[config.mk]
export PLATFORM = sky130hd
export DESIGN_NAME = bus_arbiter
export DESIGN_NICKNAME = d
export VERILOG_FILES = /design/src/rtl/bus_arbiter.sv
export SDC_FILE = /design/constraint.sdc
export NUM_CORES = 1
export LEC_CHECK = 0
export BUFFER_PORTS_ARGS = -buffer_cell sky130_fd_sc_hd__buf_2
export CAP_MARGIN = 20
export CORE_ASPECT_RATIO = 1.25
export CORE_MARGIN = 10
export CORE_UTILIZATION = 50
export CTS_CLUSTER_SIZE = 20
export DETAILED_ROUTE_END_ITERATION = 16
export GPL_TIMING_DRIVEN = 1
export MAX_ROUTING_LAYER = met4
export PLACE_DENSITY = 0.86
export SYNTH_ARGS = -nofsm -noshare
export SYNTH_HDL_FRONTEND = slang
export SYNTH_SLANG_ARGS = --single-unit
[constraint.sdc]
create_clock -name clk -period 4.9 [get_ports clk]
set_clock_uncertainty 0.2 [all_clocks]
set_input_delay 0.49 -clock clk [delete_from_list [all_inputs] [get_ports clk]]
set_output_delay 0.49 -clock clk [all_outputs]
set_load 0.01 [all_outputs]
[src/rtl/bus_arbiter.sv]
`default_nettype none
// ============================================================================
// bus_arbiter : CPU/DMA arbiter for one shared fixed-latency 16-bit memory port
// Revision    : 1.0
// ============================================================================
module bus_arbiter #(
  parameter int WAIT_CYC = 1,
  parameter bit CPU_PRIO = 1'b1
) (
  input  logic        clk,
  input  logic        reset,
  input  logic        c_req,
  input  logic [15:0] c_addr,
  input  logic        c_rw,
  input  logic [15:0] c_wdata,
  output logic [15:0] c_rdata,
  output logic        c_ack,
  input  logic        d_req,
  input  logic [15:0] d_addr,
  input  logic        d_rw,
  input  logic [15:0] d_wdata,
  output logic [15:0] d_rdata,
  output logic        d_ack,
  output logic        m_en,
  output logic [15:0] m_addr,
  output logic        m_rw,
  output logic [15:0] m_wdata,
  input  logic [15:0] m_rdata,
  output logic        busy,
  output logic        owner
);

  localparam logic [1:0] IDLE     = 2'd0;
  localparam logic [1:0] ACCESS   = 2'd1;
  localparam logic [1:0] DONE     = 2'd2;
  localparam logic [3:0] CNT_INIT = 4'(WAIT_CYC);

  logic [1:0] state;
  logic [1:0] state_nxt;
  logic [3:0] cnt;
  logic       grant_c;
  logic       grant_d;

  // On a tie the CPU wins under fixed priority, or when the DMA had the last turn
  assign grant_c = c_req && (!d_req || CPU_PRIO || owner);
  assign grant_d = d_req && !grant_c;

  always_ff @(posedge clk or negedge reset) begin
    if (!reset) begin
      state <= IDLE;
    end else begin
      state <= state_nxt;
    end
  end

  always_comb begin
    state_nxt = state;
    case (state)
      IDLE:    if (c_req || d_req) state_nxt = ACCESS;
      ACCESS:  if (cnt == 4'd0) state_nxt = DONE;
      DONE:    state_nxt = IDLE;
      default: state_nxt = IDLE;
    endcase
  end

  always_comb begin
    m_en  = 1'b0;
    busy  = 1'b0;
    c_ack = 1'b0;
    d_ack = 1'b0;
    case (state)
      ACCESS: begin
        m_en = 1'b1;
        busy = 1'b1;
      end
      DONE: begin
        busy  = 1'b1;
        c_ack = !owner;
        d_ack = owner;
      end
      default: ;
    endcase
  end

  // Owner resets to DMA so the first round-robin tie goes to the CPU
  always_ff @(posedge clk or negedge reset) begin
    if (!reset) begin
      owner   <= 1'b1;
      m_addr  <= 16'h0000;
      m_rw    <= 1'b1;
      m_wdata <= 16'h0000;
      cnt     <= 4'd0;
      c_rdata <= 16'h0000;
      d_rdata <= 16'h0000;
    end else begin
      case (state)
        IDLE: begin
          if (grant_c || grant_d) begin
            owner   <= grant_d;
            m_addr  <= grant_d ? d_addr  : c_addr;
            m_rw    <= grant_d ? d_rw    : c_rw;
            m_wdata <= grant_d ? d_wdata : c_wdata;
            cnt     <= CNT_INIT;
          end
        end
        ACCESS: begin
          if (cnt != 4'd0) begin
            cnt <= cnt - 4'd1;
          end else if (m_rw) begin
            if (owner) begin
              d_rdata <= m_rdata;
            end else begin
              c_rdata <= m_rdata;
            end
          end
        end
        default: ;
      endcase
    end
  end

endmodule
`default_nettype wire
# Yosys cells after proc, flatten, opt, wreduce, memory -nomap -nowiden
# Cells that the tools add are included.
[word_totals]
inputBits = 86
wordCells = 45
ff_bits = 72
out_inout_bits = 70
[op_classes]
mux = 13
addsub = 1
n_reduce_logical = 15
bitwise = 2
n_eq_ne = 6
[op_table]
columns = ["operator", "n"]
rows = [
  ["$mux W16", 2],
  ["$mux W4", 2],
  ["$ne A2 B2 Y1 const B", 4],
  ["$pmux W4 S2", 1],
  ["$reduce_and A4 Y1", 2],
  ["$mux W1", 5],
  ["$logic_not A4 Y1", 1],
  ["$mux W2", 2],
  ["$pmux W2 S2", 1],
  ["$reduce_and A2 Y1", 2],
  ["$reduce_bool A4 Y1", 1],
  ["$sub A4 B1 Y4 const B", 1],
  ["$reduce_and A3 Y1", 1],
  ["$eq A2 B1 Y1 const B", 1],
  ["$eq A2 B2 Y1 const B", 1],
  ["$logic_not A1 Y1", 2],
  ["$logic_not A2 Y1", 1],
  ["$logic_or A1 B1 Y1", 2],
  ["$not A1 Y1", 2],
  ["$reduce_bool A2 Y1", 1],
  ["$reduce_or A2 Y1", 1],
  ["$logic_and A1 B1 Y1", 1],
]

# Depth between registers and ports, before layout
# Gate-level depths: netlist (run 1).
[logic_depth]
word_depth = 5
ltp_mapped = 7
depth_no_buf = 5

# Worst setup path after synthesis (run 1)
# Ideal clock, no wire load.
[synth_timing]
kind = "reg2reg"
from = "register cnt[0]"
to = "register c_rdata[10]"
t_arrival_ns = 1.918
n_path_buf = 2
slack_ns = 2.657
path_stages_with_launch = 8
setup_ns = 0.125
required_ns = 4.575
period_less_slack_ns = 2.243
cell_sequence = "dfrtp_1 > inv_1 > ha_1 > or3b_1 > buf_6 > nor3_4 > buf_12 > mux2_4"
[synth_via]
elab_chain_len = 3
[synth_rtl]
columns = ["item", "line_no", "rtl"]
rows = [
  ["from (decl)", "40", "logic [3:0] cnt;"],
  ["from (signal assigned)", "108", "cnt <= cnt - 4'd1;"],
  ["$reduce_bool A4 Y1", "107", "if (cnt != 4'd0) begin"],
  ["$not A1 Y1 (no line)", "n/a", ""],
  ["$reduce_and A4 Y1 (no line)", "n/a", ""],
  ["to (signal assigned)", "113", "c_rdata <= m_rdata;"],
  ["to (decl)", "16", "output logic [15:0] c_rdata,"],
]
# Every way passes these cells.
# A chain may end at the register's enable or synchronous reset.

# Worst setup path in the final report (run 1)
[layout_timing]
from = "register cnt[0]"
to = "register c_rdata[12]"
# Same word-level chain as after synthesis.

==> results of run 1 <==
## layout by cell type, fill, tap and decap left out, drive strengths merged, types with 2 or more instances in the layout
| cell type | instances |
|---|---|
| nor3 | 2 |
| dfstp | 2 |
| mux2 | 32 |
| clkinv | 3 |
| mux2i | 33 |
| ha | 5 |
| or3b | 2 |
| a21oi | 6 |
| nand2 | 35 |
| nor2b | 3 |
| clkbuf | 11 |
| inv | 5 |
| buf | 158 |
| nand4 | 3 |
| dfrtp | 70 |
| o21ai | 38 |
| nor3b | 3 |
## critical path, stage by stage (launching register included)
cell	delay, ps
sky130_fd_sc_hd__dfrtp_1	420
sky130_fd_sc_hd__inv_1	120
sky130_fd_sc_hd__ha_1	190
sky130_fd_sc_hd__or3b_1	480
sky130_fd_sc_hd__nor3_4	800
sky130_fd_sc_hd__mux2_2	420
## power by group through the flow
stage / Combinational, uW / Clock, uW / Sequential (uW)
3_5_place_dp: 1130 / 0 / 1060
2_1_floorplan: 532 / 0 / 1180
3_3_place_gp: 1090 / 0 / 1050
5_1_grt: 1240 / 479 / 1100
4_1_cts: 1130 / 453 / 1060
6_report: 1100 / 443 / 1060
## registers in the layout, indices dropped and copies added, names as in the netlist
register	cells
m_wdata	16
c_rdata	16
owner	1
m_addr	16
d_rdata	16
state	2
cnt	4
m_rw	1
## routing by layer
| metal | routed length [um] | vias to the layer above | share of wire (%) |
|---|---|---|---|
| li1 | - | 1236 | - |
| met1 | 3700 | 1180 | 45 |
| met2 | 3800 | 121 | 46 |
| met3 | 646 | 9 | 7.8 |
| met4 | 119 | 0 | 1.4 |
| met5 | 0 | - | 0 |
## layout make-up
cell class              instances  area, um2
fillers                       469       1940
flip-flops and latches         72       1800
inverters                       5       18.8
well taps                      85        106
clock buffers                  11        141
clock inverters                 4       45.0
repair buffers                159        821
multi-input cells             171       1330
## kinds of logic (layout without fill, tap and decap cells)
kind of cell	Yosys count	in the layout
DFF	72	72
muxes	65	65
and+or+nand+nor	51	51
AOI/OAI and AO/OA	50	50
buffers and inverters	20	179
adders and majority gates	5	5
## cells in the mapped netlist
cell type	count
sky130_fd_sc_hd__clkbuf_1	9
sky130_fd_sc_hd__o2111ai_1	1
sky130_fd_sc_hd__or3b_2	1
sky130_fd_sc_hd__and2_1	1
sky130_fd_sc_hd__nand4_1	2
sky130_fd_sc_hd__nor2b_1	3
sky130_fd_sc_hd__o311a_2	1
sky130_fd_sc_hd__buf_12	1
sky130_fd_sc_hd__mux2_4	10
sky130_fd_sc_hd__o311ai_0	1
sky130_fd_sc_hd__nand4_2	1
sky130_fd_sc_hd__o21ai_0	38
sky130_fd_sc_hd__inv_1	5
sky130_fd_sc_hd__nand2_1	35
sky130_fd_sc_hd__nor3_4	1
sky130_fd_sc_hd__mux2i_1	33
sky130_fd_sc_hd__o22ai_1	1
sky130_fd_sc_hd__or4_1	1
sky130_fd_sc_hd__mux2_2	22
sky130_fd_sc_hd__dfstp_2	2
sky130_fd_sc_hd__o211ai_1	1
sky130_fd_sc_hd__dfrtp_1	70
sky130_fd_sc_hd__or3b_1	1
sky130_fd_sc_hd__nor3b_1	3
sky130_fd_sc_hd__buf_2	4
sky130_fd_sc_hd__o31ai_1	1
sky130_fd_sc_hd__nor3_1	1
sky130_fd_sc_hd__buf_6	1
sky130_fd_sc_hd__a21oi_1	6
sky130_fd_sc_hd__nor2_1	1
sky130_fd_sc_hd__ha_1	5
## through the flow
step                total power, uW  util (%)
floorplan                      1720         -
global placement               2140      65.3
detailed placement             2190      65.3
CTS                            2640      68.5
global route                   2810      68.8
finish                         2600      68.8
## final timing paths
check / endpoint / startpoint / slack [ps]
min in group asynchronous: m_addr[13]$_DFFE_PN0P_ / reset / 300
max: c_rdata[12]$_DFFE_PN0P_ / cnt[0]$_DFFE_PN0P_ / 2150
max in group asynchronous: cnt[3]$_DFFE_PN0P_ / reset / 3170
min: c_rdata[4]$_DFFE_PN0P_ / m_rdata[4] / 210
min reg2reg: m_wdata[14]$_DFFE_PN0P_ / m_wdata[14]$_DFFE_PN0P_ / 280
max reg2reg: c_rdata[12]$_DFFE_PN0P_ / cnt[0]$_DFFE_PN0P_ / 2150
==> summary.md, run 1 <==
| Metric | Value |
|---|---|
| GR Util met1 | `20.8%` |
| Gate count after technology mapping | `263` |
| Worst IR Drop VDD | `0.337 mV` |
| Port-buffer cells | `155` |
| Io pins | `156` |
| Area growth from synthesis to final layout | `32.5%` |
| Status | `finished, final reports clean` |
| TritonCTS Buffers | `9` |
| Leakage Power | `0.00218 uW` |
| Number of nets produced by synthesis | `354` |
| Met3 track demand over resource in global routing | `5.39%` |
| Pint | `1640 uW` |
| Vias | `2546` |
| Rel. slew slack | `37.6%` |
| Logic gate share of total power | `42.3%` |
| Sort of element at the start of the critical path | `register` |
| Detailed-routing iteration count for the pre-antenna-repair pass | `4` |
| Core Region | `6210 um2` |
| Post-CTS sizing | `0` |
| Multiplexer share of the synthesized area | `22.6%` |
| Placed wire-length estimate after detailed placement | `6540 um` |
| Remaining DRCs | `0` |
| Fraction of power spent switching nets | `37.1%` |
| Largest area contributor in the synthesized netlist | `sky130_fd_sc_hd__dfrtp_1` |
| Power per cell area | `610 nW/um2` |
| Wire length of the first global-routing pass | `13400 um` |
| Largest family of logic cells by synthesized area | `multiplexers` |
| Total Routing Usage GR | `16.8%` |
| Worst hold margin | `211 ps` |
| Synthesized-area fraction occupied by ao, oa, aoi and oai cells | `8.39%` |
| Leftover overflow at the end of global routing | `0` |
| Number of cells on the worst hold path | `2` |
| Share of post-route cells with drive strength above 1 | `50.2%` |
| Peak fanout along the critical path | `16` |
| Placer Congestion | `0.881` |
| Final Hold Vio Count | `0` |
| Number of buffers added for setup after CTS | `0` |
| Max Buffers Root-to-Sink | `2` |
| Die Y | `110 um` |
| Synthesized-area fraction occupied by adder cells | `1.94%` |
| Final Instance Area | `4270 um2` |
| Sequential fraction of design power | `40.6%` |
| Full die area | `10100 um2` |
| Final setup TNS | `0 ps` |
| Largest net degree at the start of global routing | `70` |
| Initial standard-cell utilization of the core | `51.9%` |
| Maximum clock frequency | `363 MHz` |
| First-iteration detailed-routing DRC count | `106` |
| Number of nets in the layout | `509` |
| Relative contribution of the clock network to total power | `17.0%` |
| Placed standard-cell area | `4050 um2` |
| Logic depth of the worst register-to-register path | `5` |
| Largest cells by area after synthesis | `sky130_fd_sc_hd__dfrtp_1 54%, sky130_fd_sc_hd__mux2i_1 10%, sky130_fd_sc_hd__mux2_2 7.7%` |
| Min-Delay Path Class | `input port to register` |
| Diode count | `0` |
| Floorplan die width | `91.8 um` |
| Yosys cell types | `31` |
| Later-pin clock latency in the skew report | `320 ps` |
| Number of warnings reported in the yosys synthesis log | `0` |
| Number of max-slew violations in the final report | `0` |
| Inst Count DP | `490` |
| Post-place setup slack | `2160 ps` |
| Category of the worst setup path capture point | `register` |
| Via count of the first global-routing pass | `2773` |
| Clock tree root driver cell | `sky130_fd_sc_hd__clkbuf_8` |
| TritonCTS clock tree | `built` |
| Number of sinks handled by clock tree synthesis | `72` |
| Via-to-Cell Ratio | `5.02` |
| Initial antenna violation count | `0` |
| Actual transition at the worst max-transition pin | `933 ps` |
| Most crowded layer after global routing | `met2` |
| Number of register bits inferred by synthesis | `72` |
| Post-route clock period utilization | `56.2%` |
| Number of nets still failing antenna checks after routing | `0` |
| Fraction of synthesized cell area in xor and xnor cells | `0%` |
| Post-DR wirelength/cell | `16.3 um` |
| Arrival time of data at the critical path endpoint | `2750 ps` |
| Hold-fix buffers at CTS | `1` |
| Top cell type's share of synthesized area | `54.3%` |
| Sequential fraction of the synthesis area | `56.0%` |
| Unrepaired setup endpoints after global routing | `no` |
| Layout Cells excl Fill | `507` |
| Clock-pin slew reported for the worst setup and hold paths after clock tree synthesis | `70 ps` |
| Average cell area after synthesis | `12.3 um2` |
| Final WL | `8270 um` |
| Final setup violation count | `0` |
| Simple logic cell fraction of the synthesized area | `7.88%` |
| Fin crit period | `2750 ps` |
| Required time of the critical path | `4900 ps` |
| Critical path type | `register to register` |
| Area of the mapped netlist | `3220 um2` |
| H-Tree Level Count | `3` |
| Met2 Use GR | `25.7%` |
| Switching component of the power | `967 uW` |
| Worst-case setup margin in the final layout | `2150 ps` |
| FP Rows | `32` |
| Number of max-capacitance violations reported | `0` |
Note: power is estimated with default switching activity, not from simulation.
==> inputs of run 2 (changes only) <==
--- a/config.mk
+++ b/config.mk
@@ -5,16 +5,17 @@
 export SDC_FILE = /design/constraint.sdc
 export NUM_CORES = 1
 export LEC_CHECK = 0
+export ABC_AREA = 1
 export BUFFER_PORTS_ARGS = -buffer_cell sky130_fd_sc_hd__buf_2
 export CAP_MARGIN = 20
 export CORE_ASPECT_RATIO = 1.25
 export CORE_MARGIN = 10
-export CORE_UTILIZATION = 50
+export CORE_UTILIZATION = 42
 export CTS_CLUSTER_SIZE = 20
 export DETAILED_ROUTE_END_ITERATION = 16
 export GPL_TIMING_DRIVEN = 1
 export MAX_ROUTING_LAYER = met4
-export PLACE_DENSITY = 0.86
+export PLACE_DENSITY = 0.77
 export SYNTH_ARGS = -nofsm -noshare
 export SYNTH_HDL_FRONTEND = slang
 export SYNTH_SLANG_ARGS = --single-unit
==> constraint.sdc (replaced) <==
create_clock -name clk -period 2.2 [get_ports clk]
set_clock_uncertainty 0.2 [all_clocks]
set_input_delay 0.22 -clock clk [delete_from_list [all_inputs] [get_ports clk]]
set_output_delay 0.22 -clock clk [all_outputs]
set_load 0.01 [all_outputs]
==> run 2 against run 1 <==
  * First-iteration DRC count up 140%
  * Area after synthesis down 0.50%
  * Highest routed layer unchanged
  * Sequential cell count unchanged
  * Total power up 130%
  * Critical endpoint is now m_addr[6]$_DFFE_PN0P_
==> summary.md, run 2 <==
| Metric | Value |
|---|---|
| Post-place setup slack | `257 ps` |
| Core Region | `7400 um2` |
| Detailed-routing iteration count for the pre-antenna-repair pass | `5` |
| Clock tree root driver cell | `sky130_fd_sc_hd__clkbuf_8` |
| Worst hold margin | `62.9 ps` |
| FILL cells | `575` |
| Critical path type | `register to register` |
| Pint | `3630 uW` |
| Switching component of the power | `2470 uW` |
| Top cell type's share of synthesized area | `54.6%` |
| Final Util | `68.0%` |
| Maximum clock frequency | `498 MHz` |
| Commonest cells after routing, fill and taps aside | `155 x sky130_fd_sc_hd__buf_2, 86 x sky130_fd_sc_hd__nand2_1, 82 x sky130_fd_sc_hd__dlygate4sd3_1, 70 x sky130_fd_sc_hd__dfrtp_1, 57 x sky130_fd_sc_hd__o21ai_1` |
| Most used standard cell by instance count after synthesis | `sky130_fd_sc_hd__nand2_1` |
| Peak fanout along the critical path | `33` |
| Final WL | `11300 um` |
| Die Y | `118 um` |
| Number of nets still failing antenna checks after routing | `0` |
| Largest cells by area after synthesis | `sky130_fd_sc_hd__dfrtp_1 55%, sky130_fd_sc_hd__nand2_1 10%, sky130_fd_sc_hd__o21ai_1 8.9%` |
| Post-CTS sizing | `0` |
| Via count of the first global-routing pass | `3636` |
| Power per cell area | `1210 nW/um2` |
| Leakage Power | `0.00262 uW` |
| Wire length of the first global-routing pass | `18400 um` |
| TritonCTS clock tree | `built` |
| Most numerous cell types in the synthesized netlist | `86 x sky130_fd_sc_hd__nand2_1, 70 x sky130_fd_sc_hd__dfrtp_1, 57 x sky130_fd_sc_hd__o21ai_1` |
| Sequential fraction of the synthesis area | `56.3%` |
| Clock-pin slew reported for the worst setup and hold paths after clock tree synthesis | `70 ps` |
| Relative contribution of the clock network to total power | `16.3%` |
| Number of register bits inferred by synthesis | `72` |
| Remaining DRCs | `0` |
| Fin crit period | `2010 ps` |
| Worst-case setup margin in the final layout | `191 ps` |
| Largest area contributor in the synthesized netlist | `sky130_fd_sc_hd__dfrtp_1` |
| Area growth from synthesis to final layout | `56.9%` |
| Max Buffers Root-to-Sink | `2` |
| Placed wire-length estimate after detailed placement | `6970 um` |
| Sort of element at the start of the critical path | `register` |
| Fraction of power spent switching nets | `40.5%` |
| Placer Congestion | `0.803` |
| Worst IR Drop VDD | `0.585 mV` |
| Logic gate share of total power | `44.5%` |
| Gate count after technology mapping | `365` |
| Port-buffer cells | `155` |
| Full die area | `11600 um2` |
| Post-synth ARST share | `100%` |
| Average cell area after synthesis | `8.79 um2` |
| First-iteration detailed-routing DRC count | `253` |
| Required time of the critical path | `2240 ps` |
| Final setup violation count | `0` |
| Actual transition at the worst max-transition pin | `610 ps` |
| Initial antenna violation count | `5` |
| Number of max-slew violations in the final report | `0` |
| Share of post-route cells with drive strength above 1 | `31.6%` |
| Sequential fraction of design power | `39.2%` |
| Arrival time of data at the critical path endpoint | `2050 ps` |
| Number of cells on the worst hold path | `3` |
| Commonest non-fill, non-tap cell in the layout | `sky130_fd_sc_hd__buf_2` |
| FP Rows | `35` |
| Number of buffers added for setup after CTS | `0` |
| Floorplan die width | `98.2 um` |
| Final setup TNS | `0 ps` |
| Number of nets in the layout | `690` |
| Category of the worst setup path capture point | `register` |
| Vias | `3414` |
| Logic depth of the worst register-to-register path | `6` |
| Total Routing Usage GR | `19.7%` |
| Final Hold Vio Count | `0` |
| Count of flip-flops with a built-in enable after synthesis | `0` |
| Rel. slew slack | `59.3%` |
| Post-DR wirelength/cell | `16.2 um` |
| TritonCTS Buffers | `9` |
| Later-pin clock latency in the skew report | `330 ps` |
| Unrepaired setup endpoints after global routing | `no` |
| Number of nets produced by synthesis | `456` |
| Number of warnings reported in the yosys synthesis log | `0` |
| Hold-fix buffers at CTS | `82` |
| H-Tree Level Count | `3` |
| Area of the mapped netlist | `3210 um2` |
| Main synth FF type | `sky130_fd_sc_hd__dfrtp_1` |
| Yosys cell types | `22` |
| Via-to-Cell Ratio | `4.87` |
| Number of max-capacitance violations reported | `0` |
| Leftover overflow at the end of global routing | `0` |
| Largest net degree at the start of global routing | `73` |
| Min-Delay Path Class | `input port to register` |
| Number of sinks handled by clock tree synthesis | `72` |
| Post-route clock period utilization | `91.3%` |
| Initial standard-cell utilization of the core | `43.3%` |
| Status | `finished, final reports clean` |
| Io pins | `156` |
-- run 2: routing by layer --
metal  GRT usage, %  part of all wire (%)  up-vias
li1               -                     -     1643
met5              -                     0        -
met2           29.1                    45      190
met4           9.69                   3.1        0
met1           23.4                    42     1550
met3           6.93                    10       31
-- run 2: cells by family after synthesis --
logic type	after synthesis	synth area share [%]
flops	72	56.3
xor+xnor	1	0.273
buf+inv	50	7.76
simple gates	132	16.2
compound gates	105	17.5
fa+ha+maj	5	1.95
-- run 2: cell type report --
type	count	area [um2]	share of cell area [%]
antenna	5	12.5	0.249
clock buffer	10	128	2.54
clock inverter	6	60.1	1.19
inverter	32	120	2.39
multi-input combinational	243	1150	22.9
sequential	72	1800	35.9
tap	92	115	2.29
timing repair buffer	241	1640	32.6
-- run 2: power by group through the flow --
stage / clock [uW] / combinational (uW) / sequential, uW
after global routing: 1080 / 3060 / 2470
final: 995 / 2710 / 2390
after floorplan: 0 / 1230 / 2660
after detailed placement: 0 / 2590 / 2390
after CTS: 1030 / 2700 / 2370
after global placement: 0 / 2510 / 2360
-- run 2: path summary, 6_finish.rpt --
kind,startpoint,slack [ps],to
min in group asynchronous,reset,230,c_rdata[14]$_DFFE_PN0P_
max reg2reg,state[0]$_DFFE_PN0P_,190,m_addr[6]$_DFFE_PN0P_
max,state[0]$_DFFE_PN0P_,190,m_addr[6]$_DFFE_PN0P_
max in group asynchronous,reset,1230,owner$_DFFE_PN1P_
min,c_addr[5],60,m_addr[5]$_DFFE_PN0P_
min reg2reg,c_rdata[14]$_DFFE_PN0P_,280,c_rdata[14]$_DFFE_PN0P_
-- run 2: worst max-delay path: stages, from the launching register on --
cell                      delay [ps]
sky130_fd_sc_hd__dfrtp_1         400
sky130_fd_sc_hd__inv_1            90
sky130_fd_sc_hd__ha_1            250
sky130_fd_sc_hd__o21ai_4         160
sky130_fd_sc_hd__inv_2           390
sky130_fd_sc_hd__o21ai_0         200
sky130_fd_sc_hd__o21ai_0         220
-- run 2: through the flow --
step | cells | area, um2 | total power, uW
2_1_floorplan | 365 | 3210 | 3890
5_1_grt | 701 | 5030 | 6610
4_1_cts | 696 | 5020 | 6100
6_report | 701 | 5030 | 6100
3_5_place_dp | 598 | 4010 | 4980
3_3_place_gp | 598 | 4010 | 4870
